**config.mk**
```make
export PLATFORM = sky130hd
export DESIGN_NAME = adder_pipe
export DESIGN_NICKNAME = d
export VERILOG_FILES = /design/src/rtl/adder_pipe.sv
export SDC_FILE = /design/constraint.sdc
export NUM_CORES = 1
export LEC_CHECK = 0
export ABC_AREA = 1
export CAP_MARGIN = 20
export CORE_ASPECT_RATIO = 0.75
export CORE_MARGIN = 2
export CORE_UTILIZATION = 43
export CTS_CLUSTER_SIZE = 12
export DETAILED_ROUTE_END_ITERATION = 6
export PLACE_DENSITY = 0.75
export SYNTH_ARGS = -nofsm -noshare
export SYNTH_HDL_FRONTEND = slang
export SYNTH_SLANG_ARGS = --single-unit
```
**constraint.sdc**
```tcl
create_clock -name clk -period 2.4 [get_ports clk]
set_input_delay 0.48 -clock clk [delete_from_list [all_inputs] [get_ports clk]]
set_output_delay 0.48 -clock clk [all_outputs]
set_load 0.005 [all_outputs]
```
**src/rtl/adder_pipe.sv**
```systemverilog
// adder_pipe: WIDTH-bit adder/subtractor whose carry chain is cut into
// STAGES = WIDTH/SLICE register stages, one SLICE-bit chunk per stage.
// Valid/ready handshakes on both sides; one beat per clock when not stalled.
// WIDTH must be a whole multiple of SLICE.
module adder_pipe #(
  parameter int WIDTH = 16,
  parameter int SLICE = 4
) (
  input  logic             clk,
  input  logic             rst,
  input  logic             in_valid,
  output logic             in_ready,
  input  logic [WIDTH-1:0] in_data1,
  input  logic [WIDTH-1:0] in_data2,
  input  logic             in_cin,
  input  logic             in_sub,
  output logic             out_valid,
  input  logic             out_ready,
  output logic [WIDTH-1:0] out_data,
  output logic             cy,
  output logic             ov
);

  localparam int STAGES = WIDTH / SLICE;

  // The whole pipe moves as one: it advances unless a finished result is
  // waiting on a downstream that is not ready.  Bubbles are not collapsed.
  logic adv;
  assign adv      = !out_valid || out_ready;
  assign in_ready = adv;

  for (genvar k = 0; k < STAGES; k++) begin : g_stage
    // Operand bits still to be added on entry to this stage (incl. its slice)
    localparam int OPW = WIDTH - k * SLICE;
    // Result bits known once this stage has added its slice
    localparam int LOW = (k + 1) * SLICE;

    logic             v_in;
    logic             c_in;
    logic [OPW-1:0]   a_in;
    logic [OPW-1:0]   b_in;
    logic [LOW-1:0]   s_next;
    logic [SLICE:0]   slice_sum;

    logic             v_q;
    logic             c_q;
    logic [LOW-1:0]   s_q;

    if (k == 0) begin : g_head
      // Subtraction is A + ~B + 1; carry-in is forced to 1 and in_cin ignored.
      assign v_in   = in_valid;
      assign c_in   = in_sub ? 1'b1 : in_cin;
      assign a_in   = in_data1;
      assign b_in   = in_sub ? ~in_data2 : in_data2;
      assign s_next = slice_sum[SLICE-1:0];
    end else begin : g_body
      assign v_in   = g_stage[k-1].v_q;
      assign c_in   = g_stage[k-1].c_q;
      assign a_in   = g_stage[k-1].g_fwd.a_q;
      assign b_in   = g_stage[k-1].g_fwd.b_q;
      assign s_next = {slice_sum[SLICE-1:0], g_stage[k-1].s_q};
    end

    // The lowest remaining operand bits always belong to this stage's slice.
    assign slice_sum = {1'b0, a_in[SLICE-1:0]} + {1'b0, b_in[SLICE-1:0]}
                     + {{SLICE{1'b0}}, c_in};

    // Stage register: valid follows the pipe; data loads only with a real
    // beat so that output data never changes while no result is presented.
    always_ff @(posedge clk) begin
      // NOTE: sequential state uses non-blocking assignments so every stage
      // samples its neighbour's pre-edge value and the pipe shifts cleanly.
      if (rst) begin
        // NOTE: data registers are reset as well, because the last stage
        // drives out_data/cy and those must read 0 after reset.
        v_q <= 1'b0;
        c_q <= 1'b0;
        s_q <= '0;
      end else if (adv) begin
        v_q <= v_in;
        if (v_in) begin
          c_q <= slice_sum[SLICE];
          s_q <= s_next;
        end
      end
    end

    if (k < STAGES - 1) begin : g_fwd
      logic [OPW-SLICE-1:0] a_q;
      logic [OPW-SLICE-1:0] b_q;

      // Carry the not-yet-added operand slices forward to the next stage.
      always_ff @(posedge clk) begin
        if (rst) begin
          a_q <= '0;
          b_q <= '0;
        end else if (adv && v_in) begin
          a_q <= a_in[OPW-1:SLICE];
          b_q <= b_in[OPW-1:SLICE];
        end
      end
    end else begin : g_tail
      logic ov_q;

      // Signed overflow: carry into MSB (recovered as a^b^sum at the MSB)
      // XOR carry out of MSB.
      always_ff @(posedge clk) begin
        if (rst) begin
          ov_q <= 1'b0;
        end else if (adv && v_in) begin
          ov_q <= slice_sum[SLICE] ^ a_in[OPW-1] ^ b_in[OPW-1] ^ slice_sum[SLICE-1];
        end
      end
    end
  end

  assign out_valid = g_stage[STAGES-1].v_q;
  assign out_data  = g_stage[STAGES-1].s_q;
  assign cy        = g_stage[STAGES-1].c_q;
  assign ov        = g_stage[STAGES-1].g_tail.ov_q;

endmodule

```
==> metrics, run 1 <==
Syn Inst Count=about 500; initial antenna violation count=0; Area Overhead vs Synth=23.32%; clock sink count=97; Layout fillers=~870; DP Worst Slack=-0.1661 ns; Worst Setup Slack, final=around 0.17 ns; leak pwr=2.084 nW; Final ANT Viol Nets=0; Fin. Hold Viols=0; mean area per synthesized cell=about 8 um2; placed cell count=about 660; GR Util All Layers=0.1717; die height=88.44 um; root buffer cell=clkbuf_16; actual slew at the worst max-slew pin=0.5084 ns; R2R depth=6; largest net degree at the start of global routing=49; cell area after layout=roughly 5000 um2; number of H-tree levels=3; DR iter-0 viols=roughly 240; vias in the first global route=between 2000 and 3000; iteration count of the initial detailed-routing pass=4; Multi-input gate area=about 1900 um2; critical path arrival=between 2 and 2.5 ns; syn nets=557; reg2reg end=g_stage[1].c_q$_SDFFE_PP0P_; DP HPWL=approximately 6000 um; DIE AREA=between 10000 and 15000 um2; Reg area=1942 um2; Commonest cells post-synth=128 x nor2_1, 97 x dfxtp_1, 83 x o21ai_0; CTS tree=built; CP Class=input pin to flip-flop; status=completed; Unique masters post-synth=26; Hold Crit Class=flip-flop to flip-flop; Starting Density=0.4463; Hold Path End=g_stage[0].g_fwd.b_q[4]$_SDFFE_PP0P_; Post-synth EDFFs=0; setup_tns=0 ns; crit path capture type=flip-flop; Final min period=2.230 ns; post-cts resize count=0; final setup fails=0; CTS Hold Bufs=0; # DRC=0; Max Buffers Root-to-Sink=2; Via density=between 4 and 5; # rows=30; via count=3287; Clock Latency Late Sink=0.33 ns; yosys warns=0; Final Cycle Share=0.9294; top cells by area, synth=dfxtp_1 48%, nor2_1 12%, o21ai_0 10%; cts bufs inserted=9; pins over their slew limit=0; global-route wire length before repair=~14000 um; Post-synth ARST share=0; Port-buffer cells=between 50 and 60; Crit. Startpoint=in_sub; Worst R2R Start=g_stage[0].c_q$_SDFFE_PP0P_; nets=605; n_diodes=0; GPL Wtd Cong=~0.90; reg-to-reg slack, setup=roughly 0.45 ns; Worst IR Drop VDD=0.3649 mV; Area after DPL=between 4000 and 5000 um2; Worst-path clk slew=roughly 0.06 ns; kind of start point of the critical path=input pin; largest area contributor in the netlist=dfxtp_1; synthesized flop and latch total=97; power per cell area=757.1 nW/um2; Synth Cell Area=4088 um2; most common cell in the netlist=nor2_1; RSZ-0062 raised after global routing=no; total wire length=roughly 8600 um; Max Cap Violations=0; Post-synth top flop=dfxtp_1; num ports=just under 60; Fmax=roughly 450 MHz; required time worst endpoint=roughly 2.6 ns; maximum fanout along the worst path=4; Final Skew=0.005460 ns; core area=9159 um2; Synth top area share=0.4751; Min-Delay Startpoint=g_stage[0].g_fwd.b_q[4]$_SDFFE_PP0P_; Post-CTS Setup Bufs=0; share of layout cells above drive strength 1=0.06182; post-synthesis sequential area ratio=0.4751; Die X=116.6 um; final cell count without fillers=678; global route overflow=0; Avg WL per Cell=between 10 and 15 um; worst hold margin=roughly 0.46 ns; worst relative slew slack=0.6606; hold depth=2
[layout by cell type, fill, tap and decap left out, drive strengths merged]
cell type / instances
clkdlybuf4s50: 57
o21a: 1
nand3: 11
a21oi: 39
ha: 12
bufinv: 3
clkbuf: 11
inv: 29
fa: 8
nor2: 129
or2: 2
xnor2: 11
nand2: 29
dfxtp: 97
buf: 9
xor2: 8
a211oi: 8
o211ai: 1
clkinv: 1
o21ai: 84
[per-layer routing]
| layer | track usage | wire, um |
|---|---|---|
| met1 | 0.2361 | 4411 |
| met2 | 0.2680 | 3753 |
| met3 | 0.04658 | 356 |
| met4 | 0.05027 | 116 |
| met5 | 0 | 0 |
[kinds of logic after synthesis]
logic type | Yosys count | share of synthesized area
buf+inv | 59 | 0.07101
xor+xnor | 19 | 0.04071
simple gates | 171 | 0.1683
flops | 97 | 0.4751
compound gates | 133 | 0.1690
fa+ha+maj | 20 | 0.07591
[stage by stage]
stage | total power [mW] | utilization
2_1_floorplan | 2.086 | -
3_3_place_gp | 2.228 | 0.5141
3_5_place_dp | 2.249 | 0.5141
4_1_cts | 3.841 | 0.5504
5_1_grt | 3.972 | 0.5504
6_report | 3.817 | 0.5504
[cell type report]
cell class                      instances  area share
Clock inverter                          3     0.01787
Sequential cell                        97      0.3852
Inverter                               30     0.02234
Multi-Input combinational cell        343      0.3681
Clock buffer                           11     0.04815
Tap cell                              128     0.03177
Timing Repair Buffer                   66      0.1266
[critical path: stages]
cell and delay (ns):
clkdlybuf4s50_1 0.47, or2_2 0.33, fa_1 0.41, fa_1 0.42, nand3_1 0.10, a21oi_1 0.07
a21oi_1 0.12, nor2_1 0.05
[power breakdown]
group / internal [mW] / leakage, nW / switching (mW)
registers: 1.71 / 0.797 / 0.0518
clock network: 1.04 / 0.162 / 0.558
logic: 0.212 / 1.13 / 0.248
[worst max-delay path by stage]
stage                     slack (ns)  depth (start not counted)                     endpoint
final                           0.17                          8  g_stage[0].c_q$_SDFFE_PP0P_
after global routing            0.07                          8  g_stage[0].c_q$_SDFFE_PP0P_
after CTS                       0.18                          8  g_stage[0].c_q$_SDFFE_PP0P_
after detailed placement       -0.17                          8  g_stage[0].c_q$_SDFFE_PP0P_
after global placement         -0.14                          8  g_stage[0].c_q$_SDFFE_PP0P_
after floorplan                 0.10                          9  g_stage[0].c_q$_SDFFE_PP0P_
[state kept, by name (all words and copies together) (netlist names)]
signal             count
out_valid              1
g_stage.g_fwd.a_q     24
g_stage.c_q            3
ov                     1
out_data              16
g_stage.s_q           24
g_stage.g_fwd.b_q     24
cy                     1
g_stage.v_q            3
No activity file was read; power rests on OpenSTA's default activity.
==> run 2: changes to the inputs <==
--- a/config.mk
+++ b/config.mk
@@ -12,7 +12,8 @@
 export CORE_UTILIZATION = 43
 export CTS_CLUSTER_SIZE = 12
 export DETAILED_ROUTE_END_ITERATION = 6
-export PLACE_DENSITY = 0.75
+export DONT_BUFFER_PORTS = 1
+export PLACE_DENSITY = 0.67
 export SYNTH_ARGS = -nofsm -noshare
 export SYNTH_HDL_FRONTEND = slang
 export SYNTH_SLANG_ARGS = --single-unit
==> run 2 against run 1 <==
  * Power shrank 9.7%
  * Global-route usage increased by 0.52 points
  * Flip-flop and latch count unchanged
  * Sequential power about the same
==> metrics, run 2 (same netlist as run 1, synthesis figures left out) <==
Port-buffer cells=0; global-route wire length before repair=roughly 14000 um; Worst R2R Start=g_stage[2].c_q$_SDFFE_PP0P_; cell area after layout=about 4400 um2; post-cts resize count=0; via count=about 3100; number of H-tree levels=3; share of layout cells above drive strength 1=0.06110; crit-path cells=fa_1 -> fa_1 -> nand2_1 -> nand3_1 -> nand2_1 -> nand2_1 -> nand2_1 -> nor2_1 -> nor2_1 -> nor2_1; R2R depth=10; Min-Delay Startpoint=rst; setup_tns=0 ns; largest net degree at the start of global routing=52; # rows=30; Max Cap Violations=0; Fmax=around 530 MHz; crit path capture type=flip-flop; final setup fails=0; CTS Hold Bufs=0; root buffer cell=clkbuf_16; worst relative slew slack=0.6492; global route overflow=0; CP max stage cell=fa_1; RSZ-0062 raised after global routing=no; required time worst endpoint=around 2.6 ns; maximum fanout along the worst path=2; Final Skew=approximately 0.0045 ns; CP Class=flip-flop to flip-flop; CTS tree=built; Area after DPL=4108 um2; power per cell area=just under 800 nW/um2; Starting Density=0.4463; iteration count of the initial detailed-routing pass=6; kind of start point of the critical path=flip-flop; DIE AREA=10310 um2; Max Buffers Root-to-Sink=2; num ports=58; top flop regs=g_stage.g_fwd.a_q x24, g_stage.g_fwd.b_q x24, g_stage.s_q x24; DR iter-0 viols=approximately 200; initial antenna violation count=0; most frequent cells in the layout=128 x nor2_1, 97 x dfxtp_1, 83 x o21ai_0; Avg WL per Cell=roughly 13 um; Die X=about 120 um; GPL Wtd Cong=about 0.8; Final min period=around 1.9 ns; CP peak stage delay=0.47 ns; Worst-path clk slew=around 0.06 ns; Area Overhead vs Synth=7.254%; DP HPWL=between 5000 and 6000 um; Via density=~5; n_diodes=0; actual slew at the worst max-slew pin=about 0.53 ns; GR Util All Layers=0.1769; most common cell after layout, fill and taps aside=nor2_1; critical path's most frequent cell=nand2_1; Hold Path End=g_stage[2].v_q$_SDFFE_PP0N_; reg2reg end=ov$_SDFFE_PP0P_; # DRC=0; nets=544; Final ANT Viol Nets=0; clock sink count=97; status=completed; Hold Crit Class=input pin to flip-flop; pins over their slew limit=0; die height=~88 um; Worst IR Drop VDD=around 0.37 mV; vias in the first global route=slightly above 3000; core area=between 9000 and 10000 um2; Final Cycle Share=0.7869; reg-to-reg slack, setup=between 0.5 and 0.6 ns; total wire length=roughly 8200 um; cts bufs inserted=9; hold depth=1; leak pwr=roughly 1.8 nW; Post-CTS Setup Bufs=0; Clock Latency Late Sink=~0.34 ns; critical path arrival=about 2.1 ns; Fin. Hold Viols=0
==> run 2: cell count changes in the layout (fill, tap and decap cells not counted), sizes merged <==
cell           before  now
buf                 9    5
bufinv              3    0
clkbuf             11   14
clkdlybuf4s50      57    0
clkinv              1    2
clkinvlp            0    1
==> run 2: worst max path at each step <==
stage / depth (start not counted) / to / from
floorplan: 9 / g_stage[0].c_q$_SDFFE_PP0P_ / in_sub
global placement: 7 / g_stage[0].c_q$_SDFFE_PP0P_ / in_sub
detailed placement: 7 / g_stage[0].c_q$_SDFFE_PP0P_ / in_sub
CTS: 10 / ov$_SDFFE_PP0P_ / g_stage[2].c_q$_SDFFE_PP0P_
global route: 10 / ov$_SDFFE_PP0P_ / g_stage[2].c_q$_SDFFE_PP0P_
finish: 10 / ov$_SDFFE_PP0P_ / g_stage[2].c_q$_SDFFE_PP0P_
==> run 2: area by class of cell <==
class	instances	area, um2
clock inverter	2	12.51
inverter	30	112.6
tap	128	160.2
timing repair buffer	5	37.54
fill	931	4775
clock buffer	14	264.0
sequential	97	1942
multi-input combinational	343	1856
==> run 2: power by group <==
group | internal, mW | leakage, nW | total (mW) | switching [mW]
Clock | 0.759 | 0.133 | 1.34 | 0.584
Combinational | 0.136 | 0.892 | 0.338 | 0.203
Sequential | 1.71 | 0.797 | 1.77 | 0.0548
==> run 2: worst max-delay path: cells and delay by family (launching register included) <==
kind,cells,cell delay (ns)
fa+ha+maj,2,0.89
simple gates,8,0.56
flops,1,0.33
==> run 2: metrics by stage <==
step           instances    util  power [mW]  worst slack (ns)  hold WS (ns)
3_3_place_gp         603  0.4485       2.133            0.3734        0.4412
3_5_place_dp         603  0.4485       2.146            0.3506        0.4493
6_report             619  0.4787       3.447            0.5115        0.2029
5_1_grt              619  0.4787       3.628            0.4229        0.1843
2_1_floorplan        499       -       2.086            0.1024        0.4291
4_1_cts              619  0.4787       3.477            0.5070        0.1886
==> run 2: routing by layer <==
metal  global-route usage  share of wire  vias to the layer above  routed length [um]
li1                     -              -                     1596                   -
met1               0.2169           0.46                     1416                3769
met2               0.2965           0.47                       45                3871
met3              0.06164          0.054                        8                 442
met4              0.05455          0.012                        0                  97
met5                    0              0                        -                   0
